File: src/rtl/pc_fetch_unit.sv
// Fetch PC register with redirect > stall > BTB prediction > sequential next-PC selection.
// Next PC lands one cycle after selection; stall holds the PC, redirect overrides stall.
module pc_fetch_unit #(
  parameter int                XLEN         = 32,
  parameter logic [XLEN-1:0]   RESET_VECTOR = 32'h0040_0000,
  parameter int                BTB_ENTRIES  = 8,
  parameter int                INC          = 4
) (
  input  logic            clock,
  input  logic            reset,
  input  logic            stall,
  input  logic            redirect_valid,
  input  logic [XLEN-1:0] redirect_addr,
  input  logic            update_valid,
  input  logic [XLEN-1:0] update_pc,
  input  logic [XLEN-1:0] update_target,
  input  logic            update_taken,
  output logic [XLEN-1:0] pc,
  output logic            pc_valid,
  output logic            pred_taken,
  output logic [XLEN-1:0] pred_target
);

  localparam int              IDX   = $clog2(BTB_ENTRIES);
  localparam int              TAGW  = XLEN - IDX - 2;
  localparam logic [XLEN-1:0] INC_V = XLEN'(INC);

  logic [BTB_ENTRIES-1:0] btb_valid;
  logic [TAGW-1:0]        btb_tag    [BTB_ENTRIES];
  logic [XLEN-1:0]        btb_target [BTB_ENTRIES];

  logic [IDX-1:0]  look_idx;
  logic [TAGW-1:0] look_tag;
  logic [IDX-1:0]  upd_idx;
  logic [TAGW-1:0] upd_tag;
  logic [XLEN-1:0] next_pc;
  logic            unused_bits;

  assign look_idx = pc[IDX+1:2];
  assign look_tag = pc[XLEN-1:IDX+2];
  assign upd_idx  = update_pc[IDX+1:2];
  assign upd_tag  = update_pc[XLEN-1:IDX+2];

  // Word offset bits never address the BTB and are discarded on redirect.
  assign unused_bits = ^{redirect_addr[1:0], update_pc[1:0]};

  assign pred_taken  = btb_valid[look_idx] && (btb_tag[look_idx] == look_tag);
  assign pred_target = pred_taken ? btb_target[look_idx] : '0;

  always_comb begin
    next_pc = pc + INC_V;
    if (pred_taken) begin
      next_pc = pred_target;
    end
    if (stall) begin
      next_pc = pc;
    end
    if (redirect_valid) begin
      next_pc = {redirect_addr[XLEN-1:2], 2'b00};
    end
  end

  always_ff @(posedge clock or negedge reset) begin
    if (!reset) begin
      pc       <= RESET_VECTOR;
      pc_valid <= 1'b0;
    end else begin
      pc       <= next_pc;
      pc_valid <= 1'b1;
    end
  end

  // Only the valid bits need reset; tag/target contents are ignored while invalid.
  always_ff @(posedge clock or negedge reset) begin
    if (!reset) begin
      btb_valid <= '0;
    end else if (update_valid) begin
      if (update_taken) begin
        btb_valid[upd_idx] <= 1'b1;
      end else if (btb_tag[upd_idx] == upd_tag) begin
        btb_valid[upd_idx] <= 1'b0;
      end
    end
  end

  always_ff @(posedge clock) begin
    if (update_valid && update_taken) begin
      btb_tag[upd_idx]    <= upd_tag;
      btb_target[upd_idx] <= update_target;
    end
  end

endmodule

File: config.mk
export PLATFORM = sky130hd
export DESIGN_NAME = pc_fetch_unit
export DESIGN_NICKNAME = d
export VERILOG_FILES = /design/src/rtl/pc_fetch_unit.sv
export SDC_FILE = /design/constraint.sdc
export NUM_CORES = 1
export LEC_CHECK = 0
export BUFFER_PORTS_ARGS = -buffer_cell sky130_fd_sc_hd__buf_2
export CAP_MARGIN = 5
export CELL_PAD_IN_SITES_DETAIL_PLACEMENT = 1
export CELL_PAD_IN_SITES_GLOBAL_PLACEMENT = 1
export CORE_MARGIN = 3
export CORE_UTILIZATION = 35
export CTS_CLUSTER_SIZE = 20
export DETAILED_ROUTE_END_ITERATION = 7
export PLACE_DENSITY_LB_ADDON = 0.1
export SYNTH_ARGS = -nofsm -noshare
export SYNTH_HDL_FRONTEND = slang
export SYNTH_SLANG_ARGS = --single-unit
File: constraint.sdc
create_clock -name clock -period 3.7 [get_ports clock]
set_input_delay 0.185 -clock clock [delete_from_list [all_inputs] [get_ports clock]]
set_output_delay 0.185 -clock clock [all_outputs]
set_load 0.01 [all_outputs]
* After elaboration in Yosys (flattened, before gate mapping)
Memory sizes are Yosys's and may differ from the RTL's. Index checks and enable logic that the tools add are counted.
Word-level totals: register bits after elaboration 41, latch bits 0, RAM bits 472, memory bits (read-only) 0, bits of input ports 102, output and inout port bits 66, logic and storage cells 32, memories 2
Memories:
- btb_target | depth 8, bits a word 32, rd ports 1, clocked after memory_dff 0, write ports 1, line 30 | logic [XLEN-1:0] btb_target [BTB_ENTRIES];
- btb_tag | depth 8, bits a word 27, rd ports 2, clocked after memory_dff 0, write ports 1, line 29 | logic [TAGW-1:0] btb_tag [BTB_ENTRIES];
Operators by class: add/subtract/negate cells 1, multiply operators 0, div/mod/pow operators 0, magnitude comparators 3, eq/ne operators 3, shifts and indexed selects 0, muxes and demuxes 12, bitwise gates (word level) 3, reductions and logical operators 5
Operators by type and width (number):
- $mux W32 | 4
- $eq A27 B27 Y1 | 2
- $add A32 B3 Y32 const B | 1
- $mux W8 | 2
- $and A8 B8 Y8 | 1
- $lt A3 B4 Y1 const B | 2
- $not A8 Y8 | 1
- $or A8 B8 Y8 | 1
- $mux W1 | 4
- $bmux W1 S3 | 1
- $demux W1 S3 | 1
- $ge A3 B1 Y1 const B | 1
- $logic_and A1 B1 Y1 | 3
- $ne A2 B1 Y1 const B | 1
- $reduce_and A2 Y1 | 1
- $reduce_bool A2 Y1 | 1

* Longest topological paths before layout
Gate-level depths: netlist of run 1.
word-level depth 8, mapped depth 13, depth with buffers taken out 8

* Worst setup path before layout of run 1
No wires, ideal clock.
path kind input-to-reg, from input update_pc[2], to memory btb_tag[1][0] in the netlist's numbering (enable), library setup time 0.478 ns, arrival 3.835 ns, required time 3.222 ns, slack -0.612 ns, stages 6, path buffers 4, cells stage by stage buf_2 buf_2 buf_2 buf_1 nand3_1 nor2_1
RTL lines:
- start, declared | line 15 | input logic [XLEN-1:0] update_pc,
- end, declared | line 29
No word-level cell before the write port.

* Worst setup path in the final report of run 1
from register pc[2], to output pred_target[1]
Between the ends: longest elaborated chain between the ends 4, elaborated cells on any way between the ends 7, classes of those cells 1 x eq/ne; 3 x mux; 1 x reduce/logical; 2 x memory
Ends and longest elaborated chain:
- start, declared | line 18 | output logic [XLEN-1:0] pc,
- start signal, assigned | line 68 | pc <= next_pc;
- $mem_v2 Z8 W27 or $bmux W1 S3 (tied branches)
- $eq A27 B27 Y1 or $mux W1 (tied branches) | line 47 | assign pred_taken = btb_valid[look_idx] && (btb_tag[look_idx] == look_tag);
- $logic_and A1 B1 Y1 | line 47
- $mux W32 (*) | line 48 | assign pred_target = pred_taken ? btb_target[look_idx] : '0;
- end, declared | line 21 | output logic [XLEN-1:0] pred_target
Every way passes the cells marked *; elsewhere a longest branch is shown, timed or not. The select of a mux whose other input is x is not followed.

==> results of run 1 <==
flip-flops by register name (all words and copies together) (netlist names), named ones only:
signal,cells
btb_tag,216
btb_target,256
pc,32
pc_valid,1
cells by family after synthesis:
logic type	after synthesis	synth area share (%)
AO/OA/AOI/OAI	151	4.84
multiplexers	280	19.0
buffers and inverters	103	2.07
adder cells (fa/ha/maj)	1	0.0538
flip-flops	513	65.3
XOR/XNOR	67	2.52
other	1	0.0161
AND/OR/NAND/NOR	280	6.21
worst register-to-register path, stage by stage, from the launching register on:
cell       delay, ns
dfrtp_4         0.52
buf_8           0.16
buf_6           0.11
mux4_2          0.51
mux2i_4         0.24
xor2_2          0.19
buf_4           0.13
buf_4           0.09
buf_4           0.09
buf_4           0.09
buf_4           0.09
buf_4           0.09
buf_4           0.09
buf_4           0.09
buf_4           0.09
o2111ai_1       0.11
nor4_1          0.28
nand4_1         0.19
buf_4           0.20
nor3_1          0.25
or3_1           0.16
final cells by class:
| class | count | area (um^2) |
|---|---|---|
| inverter | 18 | 67.6 |
| timing repair buffer | 397 | 3350 |
| clock inverter | 31 | 374 |
| multi-input combinational | 780 | 8000 |
| fill | 6281 | 35500 |
| tap | 855 | 1070 |
| sequential | 513 | 15200 |
| clock buffer | 73 | 1500 |
per-stage QoR:
step / setup slack (ns) / cells
after floorplan: -0.612 / 1396
after global placement: 0.141 / 2415
after detailed placement: 0.0709 / 2415
after CTS: -0.280 / 2661
after global routing: -0.463 / 2667
final: -0.314 / 2667
worst paths after layout:
kind                       startpoint             end  slack [ns]  cells after the start
max                             pc[2]  pred_target[1]       -0.31                     14
min                             stall           pc[0]        0.07                      3
max reg2reg                     pc[2]           pc[3]       -0.13                     20
min reg2reg                 flip-flop       flip-flop        0.53                      2
max in group asynchronous       reset           pc[4]        2.73                      3
min in group asynchronous       reset          pc[28]        0.13                      2
power groups by stage:
stage / logic (mW) / clock network, mW / registers (mW)
floorplan: 1.21 / 0 / 6.70
global placement: 1.97 / 0 / 6.78
detailed placement: 1.98 / 0 / 6.79
CTS: 2.31 / 5.83 / 6.65
global route: 2.53 / 6.07 / 6.66
finish: 2.36 / 5.68 / 6.65
synth_stat cells (all sizes together), types with 4 or more instances:
library cell	number	share of area, %
mux2	44	2.1
and3	10	0.27
a21oi	16	0.34
o21ai	28	0.60
o22ai	9	0.24
mux4	124	12
edfxtp	472	61
dfrtp	40	4.3
nor3	7	0.15
buf	50	1.2
a22oi	11	0.35
nand2b	9	0.24
nor2	55	0.89
o2bb2ai	6	0.23
and3b	4	0.15
nand3b	7	0.23
mux2i	112	4.8
inv	18	0.29
a31oi	4	0.11
and2	5	0.13
a221o	12	0.52
nor3b	5	0.16
clkbuf	35	0.56
or3	10	0.27
a221oi	14	0.53
nor2b	26	0.70
o221ai	18	0.68
xnor2	31	1.2
nand4	15	0.40
xor2	36	1.4
nand3	24	0.52
nor4	7	0.22
and4	9	0.34
nand2	81	1.3
a22o	11	0.41
routing by layer:
| metal | global-route usage (%) | part of all wire [%] |
|---|---|---|
| met5 | 0 | 0 |
| met4 | 5.62 | 2.2 |
| met3 | 3.46 | 4.9 |
| met2 | 35.3 | 48 |
| met1 | 29.7 | 45 |
what timing repair did:
action / in CTS / in global routing
gates cloned: 5 / 0
setup buffers: 47 / 10
endpoints found under the hold margin: 522 / 0
pin swaps: 11 / 15
setup endpoints to repair: 33 / 60
hold buffers: 90 / 0
gates resized for setup: 63 / 63
==> flow_summary.json, run 1 <==
{
  "setup_tns_ns": -8.68,
  "synth_cells": 1396,
  "grtUsageTotal_pct": 21.4,
  "area_growth_pct": 27.1,
  "max_slew_margin_pct": 23.1,
  "cts_sinks": 513,
  "die_x_um": 264,
  "yosysWarnings": 0,
  "clkPwrFrac_pct": 38.7,
  "end_kind": "primary output",
  "drtIter0Drc": 1146,
  "final_nets": 1870,
  "final_common_cell": "edfxtp_1",
  "avgSynthCellArea_um2": 16.7,
  "cts_tree": "yes",
  "grt_pass1_vias": 16000,
  "synth_fp_nets": 1499,
  "fin_skew_ns": 0.0314,
  "fmax_mhz": 249,
  "ys.flop_type": "edfxtp_1",
  "path_clk_slew_ns": 0.06,
  "overflow": 0,
  "synth_edf_count": 472,
  "netlist_area_um2": 23300,
  "drive_gt1_share_pct": 34.8,
  "p_sw_mw": 3.79,
  "final_core_util_pct": 45.5,
  "drc": 0,
  "critPathLaunchType": "flip-flop",
  "cts-root-buf": "clkbuf_16",
  "critPathKind": "flip-flop to primary output",
  "cts_buffers": 57,
  "powerDensity_nw_per_um2": 497,
  "final_hold_viol_count": 0,
  "antenna_cells": 0,
  "combinationalPowerShare_pct": 16.0,
  "outcome": "complete, but fails checks",
  "wl_um": 74800,
  "via_per_inst": 5.46,
  "internal_power_mw": 10.9,
  "final_area_um2": 29600,
  "swShare_pct": 25.8,
  "port_buffers": 163,
  "path_cells": "buf_4 -> buf_4 -> mux4_2 -> mux2i_4 -> xor2_1 -> nand4_1 -> nor4b_4 -> nand4_1 -> buf_6 -> buf_12 -> buf_16 -> buf_8 -> nor2_4 -> buf_6",
  "setup_ws_ns": -0.314,
  "worstPathRequired_ns": 3.51,
  "grt_max_degree": 51,
  "p_leak_nw": 10.5,
  "vias": 14600,
  "failed_checks": "negative setup slack",
  "power_mw": 14.7,
  "synthArstFlopShare_pct": 7.99,
  "rows": 93,
  "antenna_found_initial": 3,
  "drv_slew": 0,
  "cap_viol_max_count": 0,
  "max_stage_delay_ns": 0.55,
  "pin_count": 168,
  "die_area_um2": 69600,
  "finalHoldWorstSlack_ns": 0.0655,
  "arrival_ns": 3.83,
  "min_period_ns": 4.01,
  "fp.coreArea_um2": 65000,
  "routabilityCongestion": 0.790,
  "crit_family": "buffers and inverters",
  "htreeDepth": 2,
  "irDropWorstVdd_mv": 0.379,
  "avgRoutedWirePerCell_um": 28.0,
  "antenna_left": 0,
  "post_dp_cell_area_um2": 25700,
  "first_pass_iters": 5,
  "tightest_slew_ns": 1.15,
  "finalSetupViolCount": 35,
  "rsz0062_at_grt": "true",
  "initial_utilization_pct": 35.8,
  "crit_path_top_delay_cell": "mux4_2",
  "p_seq_share_pct": 45.3,
  "worstHoldPathType": "primary input to flip-flop",
  "grt_pass1_wl_um": 110000,
  "die-height_um": 264,
  "crit_fanout": 6,
  "cp.buffers_inverters": 7,
  "post-dp-hpwl_um": 46300,
  "final_cell_mix": "472 x edfxtp_1, 138 x buf_2, 124 x mux4_2",
  "synth_cell_types": 62,
  "ys_seq_area_share_pct": 65.3,
  "min_period_over_period_pct": 108,
  "ctsLongestPathBuffers": 3,
  "clk_latency_ns": 0.63,
  "synth_seq_cells": 513
}
(Power assumes the default switching activity.)
==> run 2: changes to the inputs <==
--- a/config.mk
+++ b/config.mk
@@ -10,7 +10,7 @@
 export CELL_PAD_IN_SITES_DETAIL_PLACEMENT = 1
 export CELL_PAD_IN_SITES_GLOBAL_PLACEMENT = 1
 export CORE_MARGIN = 3
-export CORE_UTILIZATION = 35
+export CORE_UTILIZATION = 50
 export CTS_CLUSTER_SIZE = 20
 export DETAILED_ROUTE_END_ITERATION = 7
 export PLACE_DENSITY_LB_ADDON = 0.1
==> constraint.sdc (replaced) <==
create_clock -name clock -period 5.1 [get_ports clock]
set_input_delay 0.255 -clock clock [delete_from_list [all_inputs] [get_ports clock]]
set_output_delay 0.255 -clock clock [all_outputs]
set_load 0.01 [all_outputs]
==> flow_summary.json, run 2 (same netlist as run 1, synthesis figures left out) <==
{
  "critPathKind": "flip-flop to primary output",
  "wl_met2_um": 33600,
  "initial_utilization_pct": 50.9,
  "tightest_slew_ns": 0.960,
  "arrival_ns": 4.55,
  "routabilityCongestion": 0.830,
  "post_cts_buffers": 0,
  "cts_sinks": 513,
  "drv_slew": 0,
  "wl_met1_um": 28000,
  "end_kind": "primary output",
  "fmax_mhz": 208,
  "cts-root-buf": "clkbuf_16",
  "fin_skew_ns": 0.0161,
  "antenna_left": 0,
  "overflow": 0,
  "first_pass_iters": 5,
  "rows": 78,
  "wl_met3_um": 3760,
  "largest_register_ffs": 256,
  "critPathLaunchType": "flip-flop",
  "worstHoldPathType": "primary input to flip-flop",
  "port_buffers": 163,
  "final_hold_viol_count": 0,
  "worstPathRequired_ns": 4.85,
  "drtIter0Drc": 1306,
  "avgRoutedWirePerCell_um": 29.3,
  "pre_cts_slack_ns": 0.817,
  "path_clk_slew_ns": 0.06,
  "final_area_um2": 27500,
  "drc": 0,
  "reg_top3": "btb_target x256, btb_tag x216, pc x32",
  "min_period_over_period_pct": 94.2,
  "htreeDepth": 2,
  "top_layer_used": "met4",
  "rsz0062_at_grt": "false",
  "die_x_um": 222,
  "grt_pass1_vias": 15600,
  "via_per_inst": 6.19,
  "drive_gt1_share_pct": 27.4,
  "final_nets": 1760,
  "largest_register": "btb_target",
  "pin_count": 168,
  "cts_buffers": 54,
  "cts_tree": "yes",
  "cap_viol_max_count": 0,
  "post_dp_cell_area_um2": 24800,
  "outcome": "finished, final reports clean",
  "die_area_um2": 49200,
  "final_common_cell": "edfxtp_1",
  "fin_cells": 2304,
  "powerDensity_nw_per_um2": 370,
  "clk_latency_ns": 0.62,
  "ctsResizeCount": 0,
  "final_cell_mix": "472 x edfxtp_1, 163 x buf_2, 124 x mux4_2",
  "area_growth_pct": 18.1,
  "ctsLongestPathBuffers": 3,
  "irDropWorstVdd_mv": 0.335,
  "p_leak_nw": 9.73,
  "finalSetupViolCount": 0,
  "fp.coreArea_um2": 45700,
  "setup_tns_ns": 0,
  "die-height_um": 222,
  "antenna_found_initial": 4,
  "crit_fanout": 63,
  "finalHoldWorstSlack_ns": 0.0318,
  "place_inst": 2112,
  "wl_um": 67400,
  "grt_max_degree": 64,
  "max_slew_margin_pct": 36.0,
  "setup_ws_ns": 0.297,
  "post-dp-hpwl_um": 41400,
  "min_period_ns": 4.80,
  "vias": 14300,
  "grtUsageTotal_pct": 27.5,
  "grt_pass1_wl_um": 101000
}
==> run 2: what timing repair did <==
action	CTS	global route
hold buffers	89	0
endpoints found under the hold margin	541	0
endpoints found under the setup margin	0	0
==> run 2: stage by stage <==
| step | total power, mW | utilization, % |
|---|---|---|
| 2_1_floorplan | 5.74 | - |
| 3_3_place_gp | 6.21 | 54.3 |
| 3_5_place_dp | 6.24 | 54.3 |
| 4_1_cts | 10.2 | 60.2 |
| 5_1_grt | 10.5 | 60.2 |
| 6_report | 10.2 | 60.2 |
==> run 2: worst max-delay path: stages (launching register included) <==
cell	delay [ns]
dfrtp_4	1.05
mux4_2	0.61
mux2i_1	0.37
xor2_1	0.31
nand4_1	0.13
nor4_1	0.33
nand4_1	0.18
buf_4	0.45
nor2b_1	0.28
buf_2	0.17
==> run 2: per-layer routing <==
layer  vias to the layer above  GRT usage, %
met5                         -             0
met4                         0          8.96
met3                       127          3.79
met2                       469          46.3
met1                      7517          37.5
li1                       6149             -
==> run 2: worst paths after layout <==
kind	slack, ns	end	depth (start not counted)	startpoint
setup / recovery	0.30	pred_target[10]	9	pc[2]
hold / removal	0.03	pc[2]	4	redirect_addr[2]
setup reg to reg	0.92	pc[7]	9	pc[2]
hold reg to reg	0.54	flip-flop	2	flip-flop
max in group asynchronous	4.31	pc[4]	3	reset
min in group asynchronous	0.28	pc[29]	3	reset
==> run 2: final cells by class <==
| type | count | area, um^2 |
|---|---|---|
| sequential | 513 | 15200 |
| tap | 600 | 751 |
| multi-input combinational | 780 | 7640 |
| antenna | 2 | 5.00 |
| clock buffer | 65 | 1410 |
| fill | 4158 | 18200 |
| clock inverter | 36 | 360 |
| inverter | 18 | 67.6 |
| timing repair buffer | 290 | 2030 |
==> run 2: where the power goes <==
group | internal (mW) | switching [mW]
logic | 0.609 | 0.724
registers | 4.70 | 0.169
clock network | 2.29 | 1.67
total | 7.60 | 2.56
==> run 3: changes to the inputs <==
--- a/config.mk
+++ b/config.mk
@@ -7,8 +7,9 @@
 export LEC_CHECK = 0
 export BUFFER_PORTS_ARGS = -buffer_cell sky130_fd_sc_hd__buf_2
 export CAP_MARGIN = 5
-export CELL_PAD_IN_SITES_DETAIL_PLACEMENT = 1
+export CELL_PAD_IN_SITES_DETAIL_PLACEMENT = 0
 export CELL_PAD_IN_SITES_GLOBAL_PLACEMENT = 1
+export CORE_ASPECT_RATIO = 0.75
 export CORE_MARGIN = 3
 export CORE_UTILIZATION = 50
 export CTS_CLUSTER_SIZE = 20
==> flow_summary.json, run 3 (same netlist as run 1, synthesis figures left out) <==
{
  "outcome": "finished, final reports clean",
  "avgRoutedWirePerCell_um": 27.5,
  "grt_max_degree": 64,
  "p_leak_nw": 9.62,
  "antenna_found_initial": 0,
  "grt_pass1_wl_um": 93000,
  "antenna_cells": 0,
  "pre_cts_slack_ns": 1.12,
  "cap_viol_max_count": 0,
  "cts_tree": "yes",
  "arrival_ns": 4.31,
  "critPathKind": "flip-flop to primary output",
  "cts_buffers": 50,
  "fin_skew_ns": 0.0206,
  "final_common_cell": "edfxtp_1",
  "largest_register": "btb_target",
  "end_kind": "primary output",
  "setup_ws_ns": 0.535,
  "wl_met3_um": 4660,
  "antenna_left": 0,
  "max_slew_margin_pct": 28.8,
  "min_period_over_period_pct": 89.5,
  "worstHoldPathType": "primary input to flip-flop",
  "finalSetupViolCount": 0,
  "drtIter0Drc": 1142,
  "tightest_slew_ns": 1.06,
  "reg_top3": "btb_target x256, btb_tag x216, pc x32",
  "fillers": 3419,
  "largest_register_ffs": 256,
  "initial_utilization_pct": 51.4,
  "via_per_inst": 6.14,
  "rsz0062_at_grt": "false",
  "post-dp-hpwl_um": 38800,
  "rows": 67,
  "post_cts_buffers": 0,
  "final_cell_mix": "472 x edfxtp_1, 163 x buf_2, 124 x mux4_2",
  "top_layer_used": "met4",
  "wl_met1_um": 27900,
  "fp.coreArea_um2": 45300,
  "port_buffers": 163,
  "setup_tns_ns": 0,
  "drc": 0,
  "overflow": 0,
  "wl_um": 62400,
  "ctsResizeCount": 0,
  "die_area_um2": 49200,
  "crit_fanout": 63,
  "drive_gt1_share_pct": 26.8,
  "grt_pass1_vias": 14200,
  "pin_count": 168,
  "ctsLongestPathBuffers": 3,
  "routabilityCongestion": 0.815,
  "irDropWorstVdd_mv": 0.267,
  "path_clk_slew_ns": 0.07,
  "min_period_ns": 4.57,
  "first_pass_iters": 5,
  "grtUsageTotal_pct": 25.9,
  "final_nets": 1748,
  "worstPathRequired_ns": 4.85,
  "die-height_um": 193,
  "vias": 13900,
  "final_hold_viol_count": 0,
  "fin_cells": 2269,
  "critPathLaunchType": "flip-flop",
  "clk_latency_ns": 0.57,
  "cts-root-buf": "clkbuf_16",
  "fmax_mhz": 219,
  "drv_slew": 0,
  "die_x_um": 255,
  "wl_met2_um": 28600,
  "hold_buffers": 87,
  "htreeDepth": 2,
  "place_inst": 2092,
  "powerDensity_nw_per_um2": 359,
  "cts_sinks": 513,
  "area_growth_pct": 17.2
}
==> run 3: changes by cell type in the layout (fill, tap and decap cells not counted), sizes merged <==
| cell | previous run | this run |
|---|---|---|
| clkinv | 25 | 18 |
| buf | 201 | 195 |
| bufinv | 6 | 4 |
| diode | 2 | 0 |
| dlygate4sd3 | 89 | 87 |
| clkinvlp | 3 | 2 |
| inv | 20 | 19 |
==> run 3: power by group <==
part / switching [mW] / total (mW) / internal (mW) / leakage, nW
Sequential: 0.157 / 4.86 / 4.70 / 4.73
Clock: 1.54 / 3.61 / 2.07 / 0.774
Combinational: 0.711 / 1.32 / 0.607 / 4.11
Total: 2.41 / 9.79 / 7.38 / 9.62
==> run 3: final cells by class <==
cell class              count  area, um^2  share of cell area, %
repair buffers            282        2030                   7.43
clock inverters            25         223                  0.817
flip-flops and latches    513       15200                   55.8
multi-input cells         780        7640                   28.0
clock buffers              65        1360                   4.98
well taps                 586         733                   2.69
inverters                  18        67.6                  0.248
==> run 3: worst paths after layout <==
kind	startpoint	endpoint	slack, ns	cells past startpoint
max in group asynchronous	reset	pc[4]	4.29	3
min	update_pc[14]	btb_tag[6][9]	0.03	1
max	pc[2]	pred_target[16]	0.53	9
min reg2reg	flip-flop	flip-flop	0.52	2
max reg2reg	pc[2]	pc[15]	1.14	9
min in group asynchronous	reset	pc_valid	0.31	3
==> run 3: through the flow <==
stage / total power [mW] / instance area, um^2 / hold WS [ns] / util (%)
2_1_floorplan: 5.74 / 23300 / -0.0406 / -
3_3_place_gp: 6.20 / 24800 / 0.387 / 54.8
3_5_place_dp: 6.22 / 24800 / 0.384 / 54.8
4_1_cts: 9.86 / 27300 / 0.00177 / 60.2
5_1_grt: 10.2 / 27300 / 0.0145 / 60.2
6_report: 9.79 / 27300 / 0.0346 / 60.2
==> run 3: worst max-delay path: stages, from the launching register on <==
cell	delay, ns
dfrtp_4	0.91
mux4_2	0.60
mux2i_1	0.44
xor2_1	0.29
nand4_1	0.16
nor4b_2	0.39
nand4_1	0.21
buf_12	0.27
nor2b_1	0.25
buf_2	0.18
==> run 3: metal layers <==
layer	vias up	GRT usage (%)
met4	0	5.83
met5	-	0
met3	77	5.17
met1	7242	38.4
met2	484	40.1
li1	6118	-
